--- config.mk ---
export PLATFORM = sky130hd
export DESIGN_NAME = axi4l_arbiter_flat
export DESIGN_NICKNAME = d
export VERILOG_FILES = /design/src/rtl/axi4l_arbiter_if.sv /design/src/rtl/axi4l_arbiter.sv /design/src/flat_wrapper.sv
export SDC_FILE = /design/constraint.sdc
export NUM_CORES = 1
export LEC_CHECK = 0
export CELL_PAD_IN_SITES_DETAIL_PLACEMENT = 1
export CELL_PAD_IN_SITES_GLOBAL_PLACEMENT = 2
export CORE_AREA = 2 2 177 179
export CTS_CLUSTER_SIZE = 40
export DETAILED_ROUTE_END_ITERATION = 16
export DIE_AREA = 0 0 179 181
export GPL_ROUTABILITY_DRIVEN = 0
export GPL_TIMING_DRIVEN = 0
export PLACE_DENSITY_LB_ADDON = 0.05
export SYNTH_ARGS = -nofsm -noshare
export SYNTH_HDL_FRONTEND = slang
export SYNTH_SLANG_ARGS = --single-unit
--- constraint.sdc ---
create_clock -name aclk -period 3.4 [get_ports aclk]
set_input_delay 0.68 -clock aclk [delete_from_list [all_inputs] [get_ports aclk]]
set_output_delay 0.68 -clock aclk [all_outputs]
set_load 0.03 [all_outputs]
--- src/rtl/axi4l_arbiter_if.sv ---
// axi4l_arbiter_if: AXI4-Lite field widths and the channel bundle shared by masters and the peripheral
package axi4l_pkg;
    typedef logic [31:0] addr_t;
    typedef logic [31:0] data_t;
    typedef logic [3:0]  strb_t;
    typedef logic [1:0]  resp_t;
    typedef logic [2:0]  prot_t;
endpackage

interface axi4l_if;
    import axi4l_pkg::*;
    addr_t awaddr;
    prot_t awprot;
    logic  awvalid;
    logic  awready;
    data_t wdata;
    strb_t wstrb;
    logic  wvalid;
    logic  wready;
    resp_t bresp;
    logic  bvalid;
    logic  bready;
    addr_t araddr;
    prot_t arprot;
    logic  arvalid;
    logic  arready;
    data_t rdata;
    resp_t rresp;
    logic  rvalid;
    logic  rready;

    modport master (
        output awaddr, awprot, awvalid, wdata, wstrb, wvalid, bready, araddr, arprot, arvalid, rready,
        input  awready, wready, bresp, bvalid, arready, rdata, rresp, rvalid
    );

    modport slave (
        input  awaddr, awprot, awvalid, wdata, wstrb, wvalid, bready, araddr, arprot, arvalid, rready,
        output awready, wready, bresp, bvalid, arready, rdata, rresp, rvalid
    );
endinterface

--- src/rtl/axi4l_arbiter.sv ---
// axi4l_arbiter: two-to-one AXI4-Lite arbiter with independent write and read paths
module axi4l_arbiter #(
    parameter bit FAIR = 1'b1
) (
    input logic     aclk,
    input logic     aresetn,
    axi4l_if.slave  s0,
    axi4l_if.slave  s1,
    axi4l_if.master m
);
    localparam logic [1:0] W_IDLE = 2'd0, W_ADDR_DATA = 2'd1, W_RESP = 2'd2;
    localparam logic [1:0] R_IDLE = 2'd0, R_ADDR = 2'd1, R_DATA = 2'd2;

    logic [1:0] w_state, r_state;
    logic       wg, rg, w_last, r_last, aw_done, w_done;
    logic       w_req0, w_req1, r_req0, r_req1, w_win, r_win;
    logic       w_fwd, w_rsp, r_adr, r_dat, ws, rs;
    logic       aw_hs, w_hs, b_hs, ar_hs, r_hs;

    assign w_req0 = s0.awvalid || s0.wvalid;
    assign w_req1 = s1.awvalid || s1.wvalid;
    assign r_req0 = s0.arvalid;
    assign r_req1 = s1.arvalid;

    // On a tie the pointer hands the path to whoever was not served last
    assign w_win = (w_req0 && w_req1) ? (FAIR ? !w_last : 1'b0) : w_req1;
    assign r_win = (r_req0 && r_req1) ? (FAIR ? !r_last : 1'b0) : r_req1;

    assign w_fwd = w_state == W_ADDR_DATA;
    assign w_rsp = w_state == W_RESP;
    assign r_adr = r_state == R_ADDR;
    assign r_dat = r_state == R_DATA;

    // Payload muxes fall back to s0 whenever the path holds no grant
    assign ws = wg && w_state != W_IDLE;
    assign rs = rg && r_state != R_IDLE;

    assign m.awaddr  = ws ? s1.awaddr : s0.awaddr;
    assign m.awprot  = ws ? s1.awprot : s0.awprot;
    assign m.wdata   = ws ? s1.wdata  : s0.wdata;
    assign m.wstrb   = ws ? s1.wstrb  : s0.wstrb;
    assign m.awvalid = w_fwd && !aw_done && (ws ? s1.awvalid : s0.awvalid);
    assign m.wvalid  = w_fwd && !w_done && (ws ? s1.wvalid : s0.wvalid);
    assign m.bready  = w_rsp && (ws ? s1.bready : s0.bready);

    assign s0.awready = w_fwd && !wg && !aw_done && m.awready;
    assign s1.awready = w_fwd && wg && !aw_done && m.awready;
    assign s0.wready  = w_fwd && !wg && !w_done && m.wready;
    assign s1.wready  = w_fwd && wg && !w_done && m.wready;
    assign s0.bvalid  = w_rsp && !wg && m.bvalid;
    assign s1.bvalid  = w_rsp && wg && m.bvalid;
    assign s0.bresp   = m.bresp;
    assign s1.bresp   = m.bresp;

    assign m.araddr  = rs ? s1.araddr : s0.araddr;
    assign m.arprot  = rs ? s1.arprot : s0.arprot;
    assign m.arvalid = r_adr && (rs ? s1.arvalid : s0.arvalid);
    assign m.rready  = r_dat && (rs ? s1.rready : s0.rready);

    assign s0.arready = r_adr && !rg && m.arready;
    assign s1.arready = r_adr && rg && m.arready;
    assign s0.rvalid  = r_dat && !rg && m.rvalid;
    assign s1.rvalid  = r_dat && rg && m.rvalid;
    assign s0.rdata   = m.rdata;
    assign s1.rdata   = m.rdata;
    assign s0.rresp   = m.rresp;
    assign s1.rresp   = m.rresp;

    assign aw_hs = m.awvalid && m.awready;
    assign w_hs  = m.wvalid && m.wready;
    assign b_hs  = m.bvalid && m.bready;
    assign ar_hs = m.arvalid && m.arready;
    assign r_hs  = m.rvalid && m.rready;

    // Write path: grant, collect AW and W in either order, then wait for B
    always_ff @(posedge aclk or negedge aresetn) begin
        if (!aresetn) begin
            w_state <= W_IDLE;
            wg      <= 1'b0;
            w_last  <= 1'b1;
            aw_done <= 1'b0;
            w_done  <= 1'b0;
        end else begin
            case (w_state)
                W_IDLE: begin
                    aw_done <= 1'b0;
                    w_done  <= 1'b0;
                    if (w_req0 || w_req1) begin
                        wg      <= w_win;
                        w_state <= W_ADDR_DATA;
                    end
                end
                W_ADDR_DATA: begin
                    aw_done <= aw_done || aw_hs;
                    w_done  <= w_done || w_hs;
                    if ((aw_done || aw_hs) && (w_done || w_hs))
                        w_state <= W_RESP;
                end
                W_RESP: begin
                    if (b_hs) begin
                        w_state <= W_IDLE;
                        w_last  <= wg;
                    end
                end
                default: w_state <= W_IDLE;
            endcase
        end
    end

    // Read path: grant, forward AR, then forward R
    always_ff @(posedge aclk or negedge aresetn) begin
        if (!aresetn) begin
            r_state <= R_IDLE;
            rg      <= 1'b0;
            r_last  <= 1'b1;
        end else begin
            case (r_state)
                R_IDLE: begin
                    if (r_req0 || r_req1) begin
                        rg      <= r_win;
                        r_state <= R_ADDR;
                    end
                end
                R_ADDR: begin
                    if (ar_hs)
                        r_state <= R_DATA;
                end
                R_DATA: begin
                    if (r_hs) begin
                        r_state <= R_IDLE;
                        r_last  <= rg;
                    end
                end
                default: r_state <= R_IDLE;
            endcase
        end
    end
endmodule

--- src/flat_wrapper.sv ---
// flat-port wrapper written by rule: the top's interface ports become plain ports
module axi4l_arbiter_flat 
#(
    parameter bit FAIR = 1'b1
)
  (aclk, aresetn, s0_awaddr, s0_awprot, s0_awvalid, s0_wdata, s0_wstrb, s0_wvalid, s0_bready, s0_araddr, s0_arprot, s0_arvalid, s0_rready, s0_awready, s0_wready, s0_bresp, s0_bvalid, s0_arready, s0_rdata, s0_rresp, s0_rvalid, s1_awaddr, s1_awprot, s1_awvalid, s1_wdata, s1_wstrb, s1_wvalid, s1_bready, s1_araddr, s1_arprot, s1_arvalid, s1_rready, s1_awready, s1_wready, s1_bresp, s1_bvalid, s1_arready, s1_rdata, s1_rresp, s1_rvalid, m_awaddr, m_awprot, m_awvalid, m_wdata, m_wstrb, m_wvalid, m_bready, m_araddr, m_arprot, m_arvalid, m_rready, m_awready, m_wready, m_bresp, m_bvalid, m_arready, m_rdata, m_rresp, m_rvalid);
  axi4l_if s0_i ();
  axi4l_if s1_i ();
  axi4l_if m_i ();
  input logic aclk;
  input logic aresetn;
  input wire logic [$bits(s0_i.awaddr)-1:0] s0_awaddr;
  input wire logic [$bits(s0_i.awprot)-1:0] s0_awprot;
  input wire logic [$bits(s0_i.awvalid)-1:0] s0_awvalid;
  input wire logic [$bits(s0_i.wdata)-1:0] s0_wdata;
  input wire logic [$bits(s0_i.wstrb)-1:0] s0_wstrb;
  input wire logic [$bits(s0_i.wvalid)-1:0] s0_wvalid;
  input wire logic [$bits(s0_i.bready)-1:0] s0_bready;
  input wire logic [$bits(s0_i.araddr)-1:0] s0_araddr;
  input wire logic [$bits(s0_i.arprot)-1:0] s0_arprot;
  input wire logic [$bits(s0_i.arvalid)-1:0] s0_arvalid;
  input wire logic [$bits(s0_i.rready)-1:0] s0_rready;
  output wire logic [$bits(s0_i.awready)-1:0] s0_awready;
  output wire logic [$bits(s0_i.wready)-1:0] s0_wready;
  output wire logic [$bits(s0_i.bresp)-1:0] s0_bresp;
  output wire logic [$bits(s0_i.bvalid)-1:0] s0_bvalid;
  output wire logic [$bits(s0_i.arready)-1:0] s0_arready;
  output wire logic [$bits(s0_i.rdata)-1:0] s0_rdata;
  output wire logic [$bits(s0_i.rresp)-1:0] s0_rresp;
  output wire logic [$bits(s0_i.rvalid)-1:0] s0_rvalid;
  input wire logic [$bits(s1_i.awaddr)-1:0] s1_awaddr;
  input wire logic [$bits(s1_i.awprot)-1:0] s1_awprot;
  input wire logic [$bits(s1_i.awvalid)-1:0] s1_awvalid;
  input wire logic [$bits(s1_i.wdata)-1:0] s1_wdata;
  input wire logic [$bits(s1_i.wstrb)-1:0] s1_wstrb;
  input wire logic [$bits(s1_i.wvalid)-1:0] s1_wvalid;
  input wire logic [$bits(s1_i.bready)-1:0] s1_bready;
  input wire logic [$bits(s1_i.araddr)-1:0] s1_araddr;
  input wire logic [$bits(s1_i.arprot)-1:0] s1_arprot;
  input wire logic [$bits(s1_i.arvalid)-1:0] s1_arvalid;
  input wire logic [$bits(s1_i.rready)-1:0] s1_rready;
  output wire logic [$bits(s1_i.awready)-1:0] s1_awready;
  output wire logic [$bits(s1_i.wready)-1:0] s1_wready;
  output wire logic [$bits(s1_i.bresp)-1:0] s1_bresp;
  output wire logic [$bits(s1_i.bvalid)-1:0] s1_bvalid;
  output wire logic [$bits(s1_i.arready)-1:0] s1_arready;
  output wire logic [$bits(s1_i.rdata)-1:0] s1_rdata;
  output wire logic [$bits(s1_i.rresp)-1:0] s1_rresp;
  output wire logic [$bits(s1_i.rvalid)-1:0] s1_rvalid;
  output wire logic [$bits(m_i.awaddr)-1:0] m_awaddr;
  output wire logic [$bits(m_i.awprot)-1:0] m_awprot;
  output wire logic [$bits(m_i.awvalid)-1:0] m_awvalid;
  output wire logic [$bits(m_i.wdata)-1:0] m_wdata;
  output wire logic [$bits(m_i.wstrb)-1:0] m_wstrb;
  output wire logic [$bits(m_i.wvalid)-1:0] m_wvalid;
  output wire logic [$bits(m_i.bready)-1:0] m_bready;
  output wire logic [$bits(m_i.araddr)-1:0] m_araddr;
  output wire logic [$bits(m_i.arprot)-1:0] m_arprot;
  output wire logic [$bits(m_i.arvalid)-1:0] m_arvalid;
  output wire logic [$bits(m_i.rready)-1:0] m_rready;
  input wire logic [$bits(m_i.awready)-1:0] m_awready;
  input wire logic [$bits(m_i.wready)-1:0] m_wready;
  input wire logic [$bits(m_i.bresp)-1:0] m_bresp;
  input wire logic [$bits(m_i.bvalid)-1:0] m_bvalid;
  input wire logic [$bits(m_i.arready)-1:0] m_arready;
  input wire logic [$bits(m_i.rdata)-1:0] m_rdata;
  input wire logic [$bits(m_i.rresp)-1:0] m_rresp;
  input wire logic [$bits(m_i.rvalid)-1:0] m_rvalid;
  assign s0_i.awaddr = s0_awaddr;
  assign s0_i.awprot = s0_awprot;
  assign s0_i.awvalid = s0_awvalid;
  assign s0_i.wdata = s0_wdata;
  assign s0_i.wstrb = s0_wstrb;
  assign s0_i.wvalid = s0_wvalid;
  assign s0_i.bready = s0_bready;
  assign s0_i.araddr = s0_araddr;
  assign s0_i.arprot = s0_arprot;
  assign s0_i.arvalid = s0_arvalid;
  assign s0_i.rready = s0_rready;
  assign s0_awready = s0_i.awready;
  assign s0_wready = s0_i.wready;
  assign s0_bresp = s0_i.bresp;
  assign s0_bvalid = s0_i.bvalid;
  assign s0_arready = s0_i.arready;
  assign s0_rdata = s0_i.rdata;
  assign s0_rresp = s0_i.rresp;
  assign s0_rvalid = s0_i.rvalid;
  assign s1_i.awaddr = s1_awaddr;
  assign s1_i.awprot = s1_awprot;
  assign s1_i.awvalid = s1_awvalid;
  assign s1_i.wdata = s1_wdata;
  assign s1_i.wstrb = s1_wstrb;
  assign s1_i.wvalid = s1_wvalid;
  assign s1_i.bready = s1_bready;
  assign s1_i.araddr = s1_araddr;
  assign s1_i.arprot = s1_arprot;
  assign s1_i.arvalid = s1_arvalid;
  assign s1_i.rready = s1_rready;
  assign s1_awready = s1_i.awready;
  assign s1_wready = s1_i.wready;
  assign s1_bresp = s1_i.bresp;
  assign s1_bvalid = s1_i.bvalid;
  assign s1_arready = s1_i.arready;
  assign s1_rdata = s1_i.rdata;
  assign s1_rresp = s1_i.rresp;
  assign s1_rvalid = s1_i.rvalid;
  assign m_awaddr = m_i.awaddr;
  assign m_awprot = m_i.awprot;
  assign m_awvalid = m_i.awvalid;
  assign m_wdata = m_i.wdata;
  assign m_wstrb = m_i.wstrb;
  assign m_wvalid = m_i.wvalid;
  assign m_bready = m_i.bready;
  assign m_araddr = m_i.araddr;
  assign m_arprot = m_i.arprot;
  assign m_arvalid = m_i.arvalid;
  assign m_rready = m_i.rready;
  assign m_i.awready = m_awready;
  assign m_i.wready = m_wready;
  assign m_i.bresp = m_bresp;
  assign m_i.bvalid = m_bvalid;
  assign m_i.arready = m_arready;
  assign m_i.rdata = m_rdata;
  assign m_i.rresp = m_rresp;
  assign m_i.rvalid = m_rvalid;
  axi4l_arbiter #(.FAIR(FAIR)) u_core (.aclk(aclk), .aresetn(aresetn), .s0(s0_i), .s1(s1_i), .m(m_i));
endmodule
[After elaboration in Yosys (flattened, before gate mapping)]
Index checks and enable logic that the tools add are counted.
Cells by class
  eq/ne operators: 10
  mux-type cells: 23
  reduce and logical (&&, ||, !) cells: 62
Operator list (number)
  $mux W32: 3
  $logic_and A1 B1 Y1: 39
  $mux W2: 6
  $pmux W2 S3: 2
  $ne A2 B2 Y1 const B: 4
  $reduce_and A2 Y1: 4
  $mux W1: 7
  $logic_not A1 Y1: 6
  $logic_or A1 B1 Y1: 6
  $mux W3: 2
  $reduce_and A3 Y1: 2
  $reduce_bool A2 Y1: 3
  $eq A2 B1 Y1 const B: 2
  $eq A2 B2 Y1 const B: 2
  $logic_not A2 Y1: 2
  $mux W4: 1
  $ne A2 B1 Y1 const B: 2
  $pmux W1 S2: 2
Storage, ports and cells
  bits in registers: 10
  input bits: 265
  output and inout port bits: 193
  word-level logic and storage cells: 103

[Depth between registers and ports, before layout]
Gate-level depths: netlist of the first run.
  word-level depth: 9
  depth in mapped cells: 4

[Worst setup path after synthesis of the first run]
No wires, ideal clock.
  path kind: input -> output
  from: in s1_awvalid
  to: out m_awvalid
  arrival time: 1569 ps
  path slack: 1151 ps
  stages: 2
  cell sequence: mux2_2 -> nor3b_1
Between the ends
  cells in the longest elaborated chain, start to end: 2
Ends and longest elaborated chain
  from (decl): RTL line flat_wrapper.sv:33  | input wire logic [$bits(s1_i.awvalid)-1:0] s1_awvalid;
  $mux W1: RTL line axi4l_arbiter.sv:42  | assign m.awvalid = w_fwd && !aw_done && (ws ? s1.awvalid : s0.awvalid);
  $logic_and A1 B1 Y1: RTL line axi4l_arbiter.sv:42
  to (decl): RTL line flat_wrapper.sv:52  | output wire logic [$bits(m_i.awvalid)-1:0] m_awvalid;
No other way between the ends.

[Worst setup path in the final report of the first run]
  from: in s0_awvalid
  to: out m_awvalid
Between the ends
  cells in the longest elaborated chain, start to end: 2
Ends and longest elaborated chain
  from (decl): RTL line flat_wrapper.sv:14  | input wire logic [$bits(s0_i.awvalid)-1:0] s0_awvalid;
  $mux W1: RTL line axi4l_arbiter.sv:42
  $logic_and A1 B1 Y1: RTL line axi4l_arbiter.sv:42
No other way between the ends.

==> results.py, run 1 <==
metrics = {
    "run_status": {
        "outcome": "complete, no violations",
    },
    "clock_network": {
        "cts_tree": "yes",
        "cts_hold_buf": 0,
        "clk_pin_slew_worst_paths_ns": 0.04,
        "cts_resized": 0,
        "postCtsSetupBuffers": 0,
        "clock_path_buffers": 2,
        "insertion_delay_ns": 0.23,
        "root_buffer": "clkbuf_16",
        "htreeDepth": 1,
        "cts_made_buffers": 3,
        "clkSinkCount": 10,
    },
    "detailed_routing": {
        "drt-initial-drc-count": 58,
        "drc_errors": 0,
        "vias": 3665,
        "dr.pass1.iters": 4,
        "routed_wl_microns": 20100,
        "viasPerCell": 3.36,
        "wl_per_cell_microns": 18.4,
        "antenna_left": 0,
    },
    "layout": {
        "area_delta_synth_final_pct": 190,
        "fin_nets": 958,
        "final_common_cell": "clkdlybuf4s50_1",
        "final_area_sq_um": 7330,
        "drive_above_1_share_pct": 28.0,
        "fillers": 3512,
        "layout_common_cells": "clkdlybuf4s50_1 (421), mux2_2 (100), buf_4 (75)",
    },
    "placed_design": {
        "io_buffers": 421,
        "post-dp-hpwl_microns": 18400,
        "place_area_sq_um": 7240,
    },
    "synth": {
        "synth.distinct_cells": 30,
        "synth_compound_area_share_pct": 6.19,
        "synth_nets": 532,
        "avgSynthCellArea_sq_um": 9.47,
        "async_flop_share_pct": 100,
        "synth_top_family_by_area": "multiplexers",
        "yosysWarnings": 0,
        "synth_edf_count": 0,
        "synth-simple-area-share_pct": 7.13,
        "ys_seq_area_share_pct": 10.0,
        "synth-seq-cells": 10,
        "synthesis.area_sq_um": 2530,
        "synth.area.mux_share_pct": 49.3,
        "synthXorXnorAreaFrac_pct": 0,
        "synthesis.instances": 267,
        "synth_adder_area_share_pct": 0,
        "synth-main-ff-cell": "dfrtp_1",
    },
    "setup_path": {
        "r2r_cells": 4,
        "crit_path_end_kind": "output pin",
        "reg2reg_to": "u_core.w_state[1]$_DFFE_PN0P_",
        "r2r-start": "u_core.wg$_DFFE_PN0P_",
        "cpMostUsedCell": "clkdlybuf4s50_1",
        "worstPathArrival_ns": 2.37,
        "reg2reg_slack_ns": 2.02,
        "worst-path-max-fanout": 4,
        "worst_path_max_delay_cell": "clkdlybuf4s50_1",
        "crit_required_ns": 2.72,
        "worstSetupStartpoint": "s0_awvalid",
        "startpoint_type": "input pin",
        "path_class": "in -> out",
        "path_buf_inv": 2,
        "crit_family": "buffers and inverters",
        "slowest_delay_ns": 0.73,
        "crit_chain": "clkdlybuf4s50_1, mux2_2, nor3b_1, clkdlybuf4s50_1",
    },
    "power_and_ir_drop": {
        "sequentialPowerShare_pct": 4.8,
        "internal-power_w": 0.00237,
        "power.switching_w": 0.00232,
        "p_comb_share_pct": 90.3,
        "netSwitchingFraction_pct": 49.5,
        "ir_worst_vdd_uv": 267,
        "p_per_area_nw_per_um2": 640,
        "power_w": 0.00469,
        "power_leakage_nw": 2.80,
        "p_clk_share_pct": 4.9,
    },
    "timing": {
        "timing.hold.ws_ns": 0.487,
        "relSlewSlack_pct": 66.2,
        "skew_ns": 0.000198,
        "fin_crit_ns": 3.05,
        "fmax_mhz": 328,
        "period_share_pct": 89.7,
        "timing.final.max_slew_violations": 0,
        "hold_viol_final": 0,
        "setup-violations-final": 0,
        "setup-tns-final_ns": 0,
        "tightestPinTransition_ns": 0.506,
        "rsz0062_at_grt": "false",
    },
    "floorplan": {
        "core_area_sq_um": 30300,
        "io_pins": 458,
        "die-area_sq_um": 32400,
        "rows": 64,
        "die_y_microns": 181,
        "die_w_microns": 179,
        "initial_core_util_pct": 8.33,
    },
    "min_path": {
        "holdPathStages": 2,
        "min-delay-start": "u_core.r_last$_DFFE_PN1P_",
        "hold_class": "reg -> reg",
        "hold_path_end": "u_core.r_last$_DFFE_PN1P_",
    },
    "grt": {
        "grt_pass1_vias": 3918,
        "grt_start_max_net_pins": 11,
        "antenna_found_initial": 6,
        "grt_pass1_wl_microns": 26900,
        "grt_overflow_total": 0,
        "track_usage_pct": 11.4,
    },
    "job": {
        "cap_violations": 0,
    },
}
-- registers in the layout (all words and copies together) (netlist names) --
signal	count
u_core.r_state	2
u_core.w_state	2
u_core.aw_done	1
u_core.r_last	1
u_core.rg	1
u_core.w_done	1
u_core.w_last	1
u_core.wg	1
-- worst min-delay path, stage by stage (launching register included) --
cell,delay [ns]
dfstp_2,0.36
o21ai_0,0.06
o31ai_1,0.06
-- cells in the mapped netlist (all sizes together) (2+ instances only) --
library cell	instances	share of area, %
mux2i	3	1.2
mux2	108	48
buf	86	27
dfstp	2	2.1
nand3b	3	0.89
nor3b	4	1.2
nand2	4	0.59
dfrtp	8	7.9
o31ai	2	0.59
a21oi	5	0.99
nor2	11	1.6
inv	5	0.74
o21ai	5	1.9
a31oi	3	0.74
nor3	7	1.4
-- power groups by stage --
stage               clock network, W  registers [W]  logic (W)
floorplan                          0       0.000209    0.00259
global placement                   0       0.000224    0.00433
detailed placement                 0       0.000226    0.00432
CTS                         0.000237       0.000226    0.00434
global route                0.000246       0.000234    0.00448
finish                      0.000231       0.000225    0.00424
-- logic make-up (layout without fill, tap and decap cells) --
kind of cell           count (synthesis)  after routing
other                                  0              3
DFF                                   10             10
and+or+nand+nor                       34             34
AOI/OAI and AO/OA                     21             21
muxes                                111            111
buffers and inverters                 91            516
-- routing by layer --
metal / part of all wire, % / track usage (%)
met5: 0.16 / 0
met4: 0.40 / 0.846
met2: 58 / 24.3
met1: 30 / 9.63
met3: 12 / 4.90
-- how the worst max path moves through the flow --
stage,end,depth (start not counted)
detailed placement,m_awvalid,4
global placement,m_awvalid,4
global route,m_awaddr[12],4
floorplan,m_awvalid,2
finish,m_awvalid,4
CTS,m_awaddr[12],4
-- through the flow --
stage                     setup WS [ns]  utilization (%)  cells
after global placement            0.330             23.8   1084
after floorplan                    1.15                -    267
final                             0.350             24.2   1091
after global routing              0.231             24.2   1090
after detailed placement          0.339             23.8   1084
after CTS                         0.270             24.1   1088
-- cell type report --
class	count	area [sq um]	area share [%]
sequential	10	253	3.45
antenna	3	7.51	0.102
timing repair buffer	421	4210	57.5
clock buffer	4	88.8	1.21
buffer	86	674	9.19
tap	396	495	6.76
multi-input combinational	166	1580	21.6
inverter	5	18.8	0.256
No activity file was read; power rests on OpenSTA's default activity.
==> inputs of run 2 (changes only) <==
--- a/config.mk
+++ b/config.mk
@@ -7,10 +7,10 @@
 export LEC_CHECK = 0
 export CELL_PAD_IN_SITES_DETAIL_PLACEMENT = 1
 export CELL_PAD_IN_SITES_GLOBAL_PLACEMENT = 2
-export CORE_AREA = 2 2 177 179
+export CORE_AREA = 5 5 175 177
 export CTS_CLUSTER_SIZE = 40
 export DETAILED_ROUTE_END_ITERATION = 16
-export DIE_AREA = 0 0 179 181
+export DIE_AREA = 0 0 180 182
 export GPL_ROUTABILITY_DRIVEN = 0
 export GPL_TIMING_DRIVEN = 0
 export PLACE_DENSITY_LB_ADDON = 0.05
==> run 2 against run 1 <==
Clock power barely moved; worst hold slack gained 0.010 ns; cell area shrank 0.17%; flip-flop and latch count unchanged; sequential power barely moved; global-route usage rose by 0.58 points; core utilization up 1.0 points; worst setup slack lost 0.023 ns; sequential share of layout area hardly changed; clock skew about the same; first-iteration DRC count rose by 28%; wire length is 5.4% higher.
==> results.py, run 2 (synthesis results as in run 1) <==
metrics = {
    "layout": {
        "reg_top3": "u_core.r_state (2), u_core.w_state (2)",
        "final_common_cell": "clkdlybuf4s50_1",
        "layout_common_cells": "clkdlybuf4s50_1 (421), mux2_2 (100), buf_4 (75)",
        "fin_nets": 958,
        "drive_above_1_share_pct": 28.0,
        "area_delta_synth_final_pct": 190,
        "fillers": 3295,
    },
    "grt": {
        "grt_use_met1_pct": 11.0,
        "grt_pass1_wl_microns": 29600,
        "track_usage_pct": 11.9,
        "busiest_layer": "met2",
        "grt_overflow_total": 0,
        "met2_usage_pct": 24.7,
        "grt_start_max_net_pins": 11,
        "antenna_found_initial": 3,
        "grt_pass1_vias": 4215,
        "use_met3_pct": 5.25,
    },
    "min_path": {
        "min-delay-start": "u_core.r_last$_DFFE_PN1P_",
        "hold_class": "reg -> reg",
        "hold_path_end": "u_core.r_last$_DFFE_PN1P_",
        "holdPathStages": 2,
    },
    "timing": {
        "timing.hold.ws_ns": 0.498,
        "skew_ns": 0.000394,
        "setup-tns-final_ns": 0,
        "timing.final.max_slew_violations": 0,
        "rsz0062_at_grt": "false",
        "hold_viol_final": 0,
        "fin_crit_ns": 3.07,
        "relSlewSlack_pct": 67.4,
        "tightestPinTransition_ns": 0.488,
        "period_share_pct": 90.4,
        "fmax_mhz": 325,
        "timing.final.ws_setup_ns": 0.327,
        "setup-violations-final": 0,
    },
    "floorplan": {
        "rows": 63,
        "initial_core_util_pct": 8.69,
        "core_area_sq_um": 29100,
        "die-area_sq_um": 32800,
        "die_w_microns": 180,
        "io_pins": 458,
        "die_y_microns": 182,
    },
    "job": {
        "cap_violations": 0,
    },
    "detailed_routing": {
        "antenna_left": 0,
        "drt-initial-drc-count": 74,
        "drc_errors": 0,
        "dr.pass1.iters": 4,
        "wl_per_cell_microns": 19.5,
        "routed_wl_microns": 21100,
        "viasPerCell": 3.45,
        "vias": 3732,
    },
    "clock_network": {
        "postCtsSetupBuffers": 0,
        "htreeDepth": 1,
        "cts_tree": "yes",
        "cts_resized": 0,
        "clock_path_buffers": 2,
        "clk_pin_slew_worst_paths_ns": 0.04,
        "root_buffer": "clkbuf_16",
        "cts_hold_buf": 0,
        "cts_made_buffers": 3,
        "insertion_delay_ns": 0.24,
        "clkSinkCount": 10,
    },
    "setup_path": {
        "crit_chain": "buf_6, o21ai_4, buf_4, mux2_2, clkdlybuf4s50_1",
        "reg2reg_to": "u_core.w_state[1]$_DFFE_PN0P_",
        "worst_path_max_delay_cell": "clkdlybuf4s50_1",
        "worstPathArrival_ns": 2.39,
        "path_class": "reg -> out",
        "startpoint_type": "flop",
        "worst-path-max-fanout": 10,
        "r2r-start": "u_core.wg$_DFFE_PN0P_",
        "slowest_delay_ns": 0.67,
        "crit_path_end_kind": "output pin",
        "crit_required_ns": 2.72,
        "reg2reg_slack_ns": 2.00,
        "r2r_cells": 4,
    },
    "placed_design": {
        "preCtsSetupSlack_ns": 0.343,
        "post-dp-hpwl_microns": 19600,
        "io_buffers": 421,
    },
    "run_status": {
        "outcome": "complete, no violations",
    },
    "power_and_ir_drop": {
        "p_per_area_nw_per_um2": 644,
        "power_leakage_nw": 2.80,
        "ir_worst_vdd_uv": 326,
    },
}
[run 2: cell count changes in the layout (fill, tap and decap cells not counted), sizes merged]
| cell | delta |
|---|---|
| diode | -2 |
[run 2: how the worst max path moves through the flow]
stage | start | to
after floorplan | s1_awvalid | m_awvalid
after global placement | s0_awvalid | m_awvalid
after detailed placement | s0_awvalid | m_awvalid
after CTS | u_core.w_state[1]$_DFFE_PN0P_ | m_awaddr[10]
after global routing | u_core.w_state[1]$_DFFE_PN0P_ | m_awaddr[10]
final | u_core.w_state[1]$_DFFE_PN0P_ | m_awaddr[10]
[run 2: cell type report]
| class | instances | area, sq um | area share [%] |
|---|---|---|---|
| Sequential cell | 10 | 253 | 3.45 |
| Tap cell | 390 | 488 | 6.66 |
| Multi-Input combinational cell | 166 | 1580 | 21.6 |
| Timing Repair Buffer | 421 | 4210 | 57.6 |
| Clock buffer | 4 | 88.8 | 1.21 |
| Antenna cell | 1 | 2.50 | 0.0342 |
| Buffer | 86 | 674 | 9.21 |
| Inverter | 5 | 18.8 | 0.256 |
[run 2: per-stage QoR]
stage          cells  area, sq um  power (W)  util [%]
6_report        1083         7320    0.00471      25.2
5_1_grt         1083         7320    0.00498      25.2
4_1_cts         1082         7320    0.00482      25.2
3_5_place_dp    1078         7230    0.00456      24.9
3_3_place_gp    1078         7230    0.00458      24.9
2_1_floorplan    267         2530    0.00280         -
[run 2: worst max-delay path, delay by kind of cell, from the launching register on]
family | cells | cell delay (ns)
AO/OA/AOI/OAI | 1 | 0.34
buffers and inverters | 3 | 1.09
flip-flops | 1 | 0.36
multiplexers | 1 | 0.35
[run 2: per-layer routing]
layer | share of wire [%] | wire length [microns]
met3 | 10 | 2160
met5 | 0.13 | 27
met4 | 0.72 | 153
met1 | 32 | 6770
met2 | 57 | 12000
[run 2: report_power, final]
group	internal (W)	leakage (nW)	total, W	switching, W
clock	0.000177	0.0442	0.000232	0.0000554
sequential	0.000173	0.116	0.000223	0.0000498
combinational	0.00202	2.64	0.00426	0.00224
total	0.00237	2.80	0.00471	0.00234
==> RTL edit 1: new RTL, flow settings as in run 2 <==
`FAIR` is set to 1'b1 in 2 places; all go to 1'b0.
--- a/src/rtl/axi4l_arbiter.sv
+++ b/src/rtl/axi4l_arbiter.sv
@@ -1,6 +1,6 @@
 // axi4l_arbiter: two-to-one AXI4-Lite arbiter with independent write and read paths
 module axi4l_arbiter #(
-    parameter bit FAIR = 1'b1
+    parameter bit FAIR = 1'b0
 ) (
     input logic     aclk,
     input logic     aresetn,
--- a/src/flat_wrapper.sv
+++ b/src/flat_wrapper.sv
@@ -1,7 +1,7 @@
 // flat-port wrapper written by rule: the top's interface ports become plain ports
 module axi4l_arbiter_flat 
 #(
-    parameter bit FAIR = 1'b1
+    parameter bit FAIR = 1'b0
 )
   (aclk, aresetn, s0_awaddr, s0_awprot, s0_awvalid, s0_wdata, s0_wstrb, s0_wvalid, s0_bready, s0_araddr, s0_arprot, s0_arvalid, s0_rready, s0_awready, s0_wready, s0_bresp, s0_bvalid, s0_arready, s0_rdata, s0_rresp, s0_rvalid, s1_awaddr, s1_awprot, s1_awvalid, s1_wdata, s1_wstrb, s1_wvalid, s1_bready, s1_araddr, s1_arprot, s1_arvalid, s1_rready, s1_awready, s1_wready, s1_bresp, s1_bvalid, s1_arready, s1_rdata, s1_rresp, s1_rvalid, m_awaddr, m_awprot, m_awvalid, m_wdata, m_wstrb, m_wvalid, m_bready, m_araddr, m_arprot, m_arvalid, m_rready, m_awready, m_wready, m_bresp, m_bvalid, m_arready, m_rdata, m_rresp, m_rvalid);
   axi4l_if s0_i ();
Function: changed (Yosys sat finds a counterexample within 10 cycles, from zero or initial values and one cycle with aresetn low).
==> RTL edit 1 against run 2 <==
Power down 8.9%. Area after synthesis down 4.2%. Wire length about the same. Highest routed layer is now met4. Cell area down 1.5%. Non-clock buffer count up 2. Worst setup slack better by 0.010 ns. First-iteration DRC count down 9.5%. Largest cell class unchanged. Fmax up 0.33%. Sequential cell count down 2.
==> RTL edit 1: results (changes against run 2) <==
Leak Pwr=2.76 nW (-1.4%); worst vdd ir=0.000199 V (-39%); Post-synth top cells=buf_4, mux2_2, mux2_1; post-synthesis compound-gate area fraction=4.80% (-1.4 points); Ant. Diodes=6 (+5); Signal buffers=509 (+0.39%); end of the critical path=m_wdata[7]; first-pass GRT wire length=28500 um (-3.8%); All-Layer GR Usage=11.7% (-0.25 points); portion of netlist area occupied by mux cells=51.4% (+2.1 points); clock network fraction of total power=4.6% (-0.3 points); CTS Buffer Depth=2 (unchanged); vias in the first global route=3803 (-9.8%); initial antenna violation count=6 (+3); ClkCell Share=1.04% (-0.17 points); CLK BUF=3 (-1); clock latency on the worst-skew pair=between 0.2 and 0.25 ns; combinational gate power=0.00394 W (-7.5%); status=finished, final reports clean; reg2reg setup slack=2.06 ns (+0.06 ns); Inverters excl. clock=4 (-1); nets=948 (-1.0%); Synth area leaders=mux2_2, buf_4, mux2_1, dfrtp_1, buf_6; Multi-In Gates=157 (-5.4%); final hold slack=0.569 ns (+0.0714 ns); buffer share of cell area=67.7% (+0.97 points); drt first pass iters=4 (unchanged); register share of the cell area=2.77% (-0.68 points); DP HPWL=19700 um (+0.54%); clock sinks=8 (-2); adder-cell share of the synthesized area=0% (unchanged); average vias per placed instance=3.29 (-4.5%); worst setup path start=u_core.w_state[1]; synth unique cells=25 (-17%); Hold EP=u_core.aw_done; Slew HR=69.5% (+2.1 points); net count after synthesis=522 (-1.9%); fillers=3312 (+0.52%); DR WL/cell=19.6 um (+0.50%); clk slew on worst S/H paths=0.04 ns (about the same); worst setup margin=0.337 ns (+0.0102 ns); layout cells sized above 1=25.0% (-3.1 points); HP Start=u_core.aw_done; pwr dens=595 mW/mm2 (-7.6%); Place WS=0.347 ns (+0.00403 ns); Critical-path top delay cell=clkdlybuf4s50_1; root buffer cell=clkbuf_16; area of the multi-input gates=0.00154 mm2 (-3.0%); Switching Power=0.00216 W (-7.8%); reg2reg start=u_core.wg; DRT iter0 DRCs=67 (-9.5%); Ys Warns=0 (unchanged); post-synthesis sequential area ratio=8.26% (-1.7 points); clk_skew=0.00289 ns (+0.00250 ns)
RTL edit 1: cell count changes after synthesis, moves of 3 or more:
cell,run 2,this run
o21ai_0,3,0
mux2_1,8,32
mux2_2,100,76
nor2_1,11,8
RTL edit 1: critical path, delay by kind of cell, from the launching register on:
kind	cells	cell delay, ns
buf+inv	3	1.04
compound gates	1	0.41
flops	1	0.34
mux	1	0.34
RTL edit 1: metrics by stage:
step,area [um2],cells
final,7220,1077
after global routing,7210,1076
after CTS,7200,1071
after detailed placement,7130,1068
after global placement,7130,1068
after floorplan,2420,257
RTL edit 1: per-layer routing:
metal  track usage, %  share of wire, %  vias up  wire [um]
met5                0                 0        -          0
met4             1.77              0.65        0        138
met3             4.03               7.9        6       1670
met2             24.3                58      204      12400
met1             11.1                33     1644       6970
li1                 -                 -     1692          -
==> RTL edit 2: new RTL, settings of run 2 <==
Without the edit above. Reset style: synchronous (`aresetn`), changed in 2 clocked blocks.
--- a/src/rtl/axi4l_arbiter.sv
+++ b/src/rtl/axi4l_arbiter.sv
@@ -73,7 +73,7 @@
     assign r_hs  = m.rvalid && m.rready;
 
     // Write path: grant, collect AW and W in either order, then wait for B
-    always_ff @(posedge aclk or negedge aresetn) begin
+    always_ff @(posedge aclk) begin
         if (!aresetn) begin
             w_state <= W_IDLE;
             wg      <= 1'b0;
@@ -108,7 +108,7 @@
     end
 
     // Read path: grant, forward AR, then forward R
-    always_ff @(posedge aclk or negedge aresetn) begin
+    always_ff @(posedge aclk) begin
         if (!aresetn) begin
             r_state <= R_IDLE;
             rg      <= 1'b0;
Formal check against the unedited RTL: differs if aresetn is asserted again (counterexample within 4 cycles, from zero or initial values and one cycle with aresetn low); with aresetn held inactive, the same outputs for 10 cycles.
==> RTL edit 2 against run 2 <==
Cell area rose by 1.0%. Synthesized cell count grew 1.9%. Area after synthesis is 2.8% higher. Wire length rose by 3.4%. Worst setup slack better by 0.082 ns. Critical path depth did not move. Sequential cell count did not move. Critical endpoint is now m_awaddr[12].
Power is left out: it rests on default switching activity, and per cell area and clock period it moved more than threefold.
==> RTL edit 2: results (changes against run 2) <==
Place WS=0.411 ns (+0.0685 ns); initial antenna violation count=5 (+2); final hold slack=0.509 ns (+0.0114 ns); layout cells sized above 1=28.3% (+0.23 points); Post-Layout Cell Count=1090 (+0.65%); Max Freq=334 MHz (+2.7%); status=finished, final reports clean; Synth area leaders=mux2_2, buf_4, mux2_4, dfxtp_1, buf_6; reg2reg setup slack=2.03 ns (+0.03 ns); DRT iter0 DRCs=54 (-27%); placed inst area=0.00730 mm2 (+0.99%); asr flop ratio synth=0% (-100 points); ys flop type=dfxtp_1; All-Layer GR Usage=12.2% (+0.24 points); CTS Buffer Depth=2 (unchanged); met1 Resource Use GR=11.4% (+0.40 points); Crit path largest cell delay=0.69 ns (+0.02 ns); metal2 WL=13200 um (+9.3%); DP HPWL=20100 um (+2.2%); WP data arrival=2.31 ns (-0.08 ns); met3 WL=1520 um (-29%); met3 GRT Util=3.73% (-1.5 points); Post-synth top cells=mux2_2, buf_4, mux2_4; clk_skew=0.000571 ns (+0.000177 ns); Mapped Cells=272 (+1.9%); DR WL/cell=20.1 um (+2.7%); drt first pass iters=3 (-1); post-synthesis sequential area ratio=7.70% (-2.3 points); net count after synthesis=537 (+0.94%); vias in the first global route=3925 (-6.9%); synth unique cells=35 (+17%)
RTL edit 2: final timing paths:
kind,to,cells past startpoint,from
setup / recovery,m_awaddr[12],5,u_core.w_state[1]
hold / removal,u_core.w_last,2,u_core.w_last
setup reg to reg,u_core.w_state[1],4,u_core.w_state[1]
hold reg to reg,u_core.w_last,2,u_core.w_last
RTL edit 2: layout make-up:
cell class | count | area [um2] | share of cell area (%)
multi-input combinational | 169 | 1690 | 22.9
tap | 390 | 488 | 6.60
timing repair buffer | 421 | 4210 | 57.0
buffer | 87 | 683 | 9.23
antenna | 3 | 7.51 | 0.101
sequential | 10 | 200 | 2.71
clock buffer | 4 | 88.8 | 1.20
inverter | 6 | 22.5 | 0.304
RTL edit 2: logic make-up (layout without fill, tap and decap cells):
family / Yosys count / after routing
compound gates: 22 / 22
buf+inv: 93 / 518
simple gates: 36 / 36
mux: 111 / 111
other cells: 0 / 3
flops: 10 / 10
